--- config.mk ---
export PLATFORM = sky130hd
export DESIGN_NAME = mycpu_wb_stage
export DESIGN_NICKNAME = d
export VERILOG_FILES = /design/src/rtl/mycpu_wb_stage.sv
export SDC_FILE = /design/constraint.sdc
export NUM_CORES = 1
export LEC_CHECK = 0
export BUFFER_PORTS_ARGS = -buffer_cell sky130_fd_sc_hd__buf_2
export CAP_MARGIN = 10
export CORE_AREA = 2 2 102 104
export DETAILED_ROUTE_END_ITERATION = 10
export DIE_AREA = 0 0 104 106
export PLACE_DENSITY = 0.81
export SYNTH_ARGS = -nofsm -noshare
export SYNTH_HDL_FRONTEND = slang
export SYNTH_SLANG_ARGS = --single-unit
--- constraint.sdc ---
create_clock -name clk -period 2.3 [get_ports clk]
set_input_delay 0.46 -clock clk [delete_from_list [all_inputs] [get_ports clk]]
set_output_delay 0.46 -clock clk [all_outputs]
set_load 0.005 [all_outputs]
--- src/rtl/mycpu_wb_stage.sv ---
// Write-back stage: holds one instruction from MEM, commits it to the register file, and drives the ID bypass and the commit trace.
// Optional retire counter is enabled by defining MYCPU_WB_RETIRE_CNT_EN; otherwise retire_cnt is tied to 0.
module mycpu_wb_stage #(
    parameter int CNT_W = 32
) (
    input  logic             clk,
    input  logic             reset,
    input  logic             ms_to_ws_valid,
    output logic             ws_allowin,
    input  logic [31:0]      ms_pc,
    input  logic [4:0]       ms_dest,
    input  logic [3:0]       ms_rf_we,
    input  logic [31:0]      ms_wdata,
    input  logic             trace_stall,
    input  logic             flush,
    output logic [3:0]       rf_we,
    output logic [4:0]       rf_waddr,
    output logic [31:0]      rf_wdata,
    output logic             ws_fwd_valid,
    output logic [4:0]       ws_fwd_dest,
    output logic [31:0]      ws_fwd_data,
    output logic [31:0]      debug_wb_pc,
    output logic [3:0]       debug_wb_rf_wen,
    output logic [4:0]       debug_wb_rf_wnum,
    output logic [31:0]      debug_wb_rf_wdata,
    output logic [CNT_W-1:0] retire_cnt
);

    logic        ws_valid_reg;
    logic [31:0] pc_reg;
    logic [4:0]  dest_reg;
    logic [3:0]  we_reg;
    logic [31:0] wdata_reg;

    logic ws_ready_go;
    logic commit;
    logic dest_nz;

    assign ws_ready_go = ~trace_stall;
    assign ws_allowin  = ~ws_valid_reg | ws_ready_go;
    assign commit      = ws_valid_reg & ws_ready_go;
    assign dest_nz     = |dest_reg;

    always_ff @(posedge clk) begin
        if (reset) begin
            ws_valid_reg <= 1'b0;
            pc_reg       <= 32'd0;
            dest_reg     <= 5'd0;
            we_reg       <= 4'd0;
            wdata_reg    <= 32'd0;
        end else begin
            if (flush) begin
                ws_valid_reg <= 1'b0;
            end else if (ws_allowin) begin
                ws_valid_reg <= ms_to_ws_valid;
            end
            // Data follows the handshake alone; a flush only clears the valid flag.
            if (ms_to_ws_valid && ws_allowin) begin
                pc_reg    <= ms_pc;
                dest_reg  <= ms_dest;
                we_reg    <= ms_rf_we;
                wdata_reg <= ms_wdata;
            end
        end
    end

    // Writes to $zero are suppressed byte by byte along with non-commit cycles.
    generate
        for (genvar gi = 0; gi < 4; gi++) begin : g_we
            assign rf_we[gi] = we_reg[gi] & commit & dest_nz;
        end
    endgenerate

    assign rf_waddr = dest_reg;
    assign rf_wdata = wdata_reg;

    assign ws_fwd_valid = ws_valid_reg & (|we_reg) & dest_nz;
    assign ws_fwd_dest  = dest_reg;
    assign ws_fwd_data  = wdata_reg;

    assign debug_wb_pc       = pc_reg;
    assign debug_wb_rf_wen   = rf_we;
    assign debug_wb_rf_wnum  = rf_waddr;
    assign debug_wb_rf_wdata = rf_wdata;

`ifdef MYCPU_WB_RETIRE_CNT_EN
    logic [CNT_W-1:0] retire_cnt_reg;

    always_ff @(posedge clk) begin
        if (reset) begin
            retire_cnt_reg <= '0;
        end else if (commit) begin
            retire_cnt_reg <= retire_cnt_reg + CNT_W'(1);
        end
    end

    assign retire_cnt = retire_cnt_reg;
`else
    assign retire_cnt = '0;
`endif

endmodule
* Word level (Yosys, flattened, before mapping)
Index checks and enable logic that the tools add are counted.
** Cells by class
- Reduce and logical (&&, ||, !) cells :: 4
- Bitwise logic cells :: 14
** Operators with widths (count)
- AND 1 bit :: 11
- OR reduction 5 bit :: 1
- OR reduction 4 bit :: 1
- inverter 1 bit :: 2
- OR reduction 2 bit :: 1
- logical AND 1 bit :: 1
- OR 1 bit :: 1
** Storage, ports and cells
- Input bits :: 78
- Logic and storage cells :: 23
- Output and inout bits :: 185
- Register bits after elaboration :: 74

* Logic depth before layout (Yosys ltp)
- Depth in word-level cells :: 4
- Depth in mapped cells :: 5
- Mapped depth without buffers :: 2

* Worst setup path after synthesis
No wires, ideal clock.
- Path type :: register -> output
- From :: reg dest_reg[4] (netlist: debug_wb_rf_wnum[4])
- To :: out rf_we[0]
- Stages on the path, launching flop included :: 4
- Data required time :: 1840 ps
- Data arrival time :: 1226 ps
- Setup slack :: 614 ps
- Path buffers :: 1
- Cells stage by stage :: dfxtp_1 > nor4_1 > a211oi_1 > buf_4
** Between the ends
- Longest elaborated chain between the ends :: 2
** Ends and longest elaborated chain
- start, declared :: line 31 : logic [4:0] dest_reg;
- start signal, assigned :: line 60 : dest_reg <= ms_dest;
- OR reduction 5 bit :: line 42 : assign dest_nz = |dest_reg;
- AND 1 bit :: line 70 : assign rf_we[gi] = we_reg[gi] & commit & dest_nz;
- end, declared :: line 16 : output logic [3:0] rf_we,
No other way between the ends.

* Worst setup path after layout
Ends and elaborated chain as after synthesis.

==> summary.md <==
| Metric | Value |
|---|---|
| Mapped Avg Cell Area | 9.622 sq um |
| Pin count of the biggest net entering global routing | about 150 |
| Post-CTS Setup Bufs | 0 |
| DR iter-0 viols | 76 |
| Layout overhead on the synthesized area | 16.01% |
| Buffers & Inverters on Critical Path | 1 |
| Proportion of netlist area held by the largest area contributor | 34.60% |
| Flip-flop and latch area | between 1000 and 1500 sq um |
| Sinks on the clock net | 74 |
| Ordered cell list for the critical path | nor4_2 > a211oi_1 > buf_2 |
| Post-Route Hold Slack | 0.2819 ns |
| Initial antenna violation count | 0 |
| Leading cell type in the layout, fill and taps excluded | sky130_fd_sc_hd__buf_2 |
| Number of synthesized flops with an enable pin | 0 |
| Cell type group with the largest total delay on the critical path | simple AND/OR/NAND/NOR gates |
| CTS tree | yes |
| Overall global routing resource usage | 14.79% |
| Type of element launching the critical path | flip-flop |
| Cell type with the highest aggregate area in the netlist | sky130_fd_sc_hd__dfxtp_1 |
| DIE HEIGHT | around 110 microns |
| Instance area after placement | 4708 sq um |
| Post-CTS clock slew at the launch and capture registers of the worst setup and hold paths | about 0.070 ns |
| Worst Path Class, Setup | reg2out |
| Top_reg_cell synth | sky130_fd_sc_hd__dfxtp_1 |
| Buffer type at the clock tree root | sky130_fd_sc_hd__clkbuf_8 |
| TritonCTS Buffers | 9 |
| Global-route wire length before repair | 13300 microns |
| Final instance area | just under 5000 sq um |
| Max Clock Freq | 0.4958 GHz |
| Highest-count cells in the layout ignoring fill and taps | sky130_fd_sc_hd__buf_2 (230), sky130_fd_sc_hd__nand2b_1 (146), sky130_fd_sc_hd__dfxtp_1 (74) |
| Top-Level Pins | about 260 |
| Half-perimeter wire length after detailed placement | 6355 microns |
| Critical Path Sink Type | primary output |
| Count of unresolved DRC violations after routing | 0 |
| Remaining max-slew budget at the tightest pin | about two thirds |
| DR vias | about 3100 |
| Skew final | roughly 0.0052 ns |
| Per-cell routed wire length | 11.90 microns |
| H-tree lvl count | 3 |
| Area of the die | 11020 sq um |
| Gr ovfl total | 0 |
| Antenna-violating nets left | 0 |
| Filler cells | 939 |
| RSZ-0062 raised after global routing | no |
| Min Tclk post-route | between 2 and 2.5 ns |
| Per-cell via count in the routed design | roughly 4.3 |
| Quantity of I/O buffers inserted on ports | 230 |
| P per Cell Area | about 640 nW/um^2 |
| Transition time of the tightest slew-check pin | roughly 0.5 ns |
| Setup violators final | 0 |
| Number of buffers on the longest clock path | 2 |
| Number of pins with negative max-slew slack in the final report | 0 |
| Flops & latches, synth | 74 |
| Layout cells sized above 1 | 42.28% |
| Leading cell types by total area after synthesis | sky130_fd_sc_hd__dfxtp_1 (35%), sky130_fd_sc_hd__nand2b_1 (21%), sky130_fd_sc_hd__buf_4 (19%), sky130_fd_sc_hd__mux2i_1 (17%), sky130_fd_sc_hd__buf_12 (3.7%) |
| Post-synthesis instance total | ~450 |
| Number of global-route vias before repair | 2880 |
| Sum of routed wire length over all layers | 8630 microns |
| Starting density of the core | 42.82% |
| Required time at the endpoint of the critical path | ~1.8 ns |
| Post-synth ARST share | 0% |
| CTS hold repair buffers | 0 |
| Post-synthesis instance area | approximately 4300 sq um |
| Post-cts gate resize count | 0 |
| Antenna diode count | 0 |
| Pre-Repair DR Iteration Count | 4 |
| Utilization after layout | a little under 50% |
| Crit share post-route | between 80 and 90% |
| Slowest stage cell, crit path | sky130_fd_sc_hd__nor4_2 |
| Longest individual stage delay on the worst path | 0.51 ns |
| Type of the worst min-delay path | in2reg |
| Insertion delay of the later-clocked pin in the worst-skew pair | between 0.3 and 0.4 ns |
| Final nets | 662 |
| Final count of hold timing violations | 0 |
| Run status | completed |
| Yosys warnings | 0 |
| Static power due to leakage | roughly 2.6 nW |
| Distinct cells, synth | 17 |
| Seq/Total Area, Yosys | roughly 35% |
| Combined area of the multi-input logic cells | ~1900 sq um |
| Worst EP arrival | roughly 1.6 ns |
| Worst setup slack after placement | between 0.4 and 0.5 ns |
| Final WS setup | roughly 0.28 ns |
| Max cap viols | 0 |
| Setup TNS Final | 0 ns |
| Worst IR Drop VDD | 302.6 uV |
| Placeable Area | ~10000 sq um |
| Final Wtd Congestion | approximately 0.76 |
| Die width | 104 microns |
| Largest fanout on the critical path | 5 |
| Site row count | 37 |
==> cell families (layout without fill, tap and decap cells) <==
kind of cell	after synthesis	after routing	share of synthesized area, %
simple gates	153	153	22.03
buf+inv	136	249	24.81
flops	74	74	34.60
mux	73	73	17.07
compound gates	8	8	1.403
other cells	1	32	0.08758
==> routing by layer <==
layer / routed length (microns) / share of wire [%] / global-route usage [%] / vias to the layer above
met1: 3372 / 39 / 16.13 / 1409
met4: 144 / 1.7 / 7.046 / 0
met5: 0 / 0 / 0 / -
li1: - / - / - / 1548
met2: 4482 / 52 / 26.74 / 150
met3: 631 / 7.3 / 3.863 / 10
==> cell type report <==
class                   instances  area share [%]
clock buffers                  12           3.123
clock inverters                 4           1.965
inverters                       1         0.07557
flip-flops and latches         74           29.82
well taps                     136           3.426
repair buffers                232           23.98
multi-input cells             266           37.61
==> final timing paths <==
| check | startpoint | endpoint | slack [ns] | cells after the start |
|---|---|---|---|---|
| hold reg to reg | debug_wb_pc[0] | debug_wb_pc[0] | 0.47 | 2 |
| setup / recovery | debug_wb_rf_wnum[4] | rf_we[0] | 0.28 | 3 |
| setup reg to reg | ws_valid_reg | debug_wb_rf_wdata[10] | 0.89 | 3 |
| hold / removal | flush | ws_valid_reg | 0.28 | 2 |
==> synth_stat cells (2+ instances only) <==
master                       n
sky130_fd_sc_hd__dfxtp_1    74
sky130_fd_sc_hd__a21oi_1     2
sky130_fd_sc_hd__nand2_1     5
sky130_fd_sc_hd__a211oi_1    4
sky130_fd_sc_hd__nand2b_1  146
sky130_fd_sc_hd__buf_4     110
sky130_fd_sc_hd__mux2i_1    73
sky130_fd_sc_hd__clkbuf_1   15
sky130_fd_sc_hd__buf_12      8
==> stage by stage <==
step	power, mW	std cells
2_1_floorplan	1.888	476
3_3_place_gp	1.956	709
3_5_place_dp	1.974	709
4_1_cts	3.232	725
5_1_grt	3.344	725
6_report	3.181	725
==> where the power goes <==
group	switching, mW	internal (mW)
Clock	0.462	0.781
Sequential	0.0663	1.37
Combinational	0.228	0.278
==> worst register-to-register path: stages (launching register included) <==
cell                       delay (ns)
sky130_fd_sc_hd__dfxtp_1         0.41
sky130_fd_sc_hd__a21boi_4        0.19
sky130_fd_sc_hd__buf_12          0.42
sky130_fd_sc_hd__mux2i_1         0.31
No activity file was read; power rests on OpenSTA's default activity.
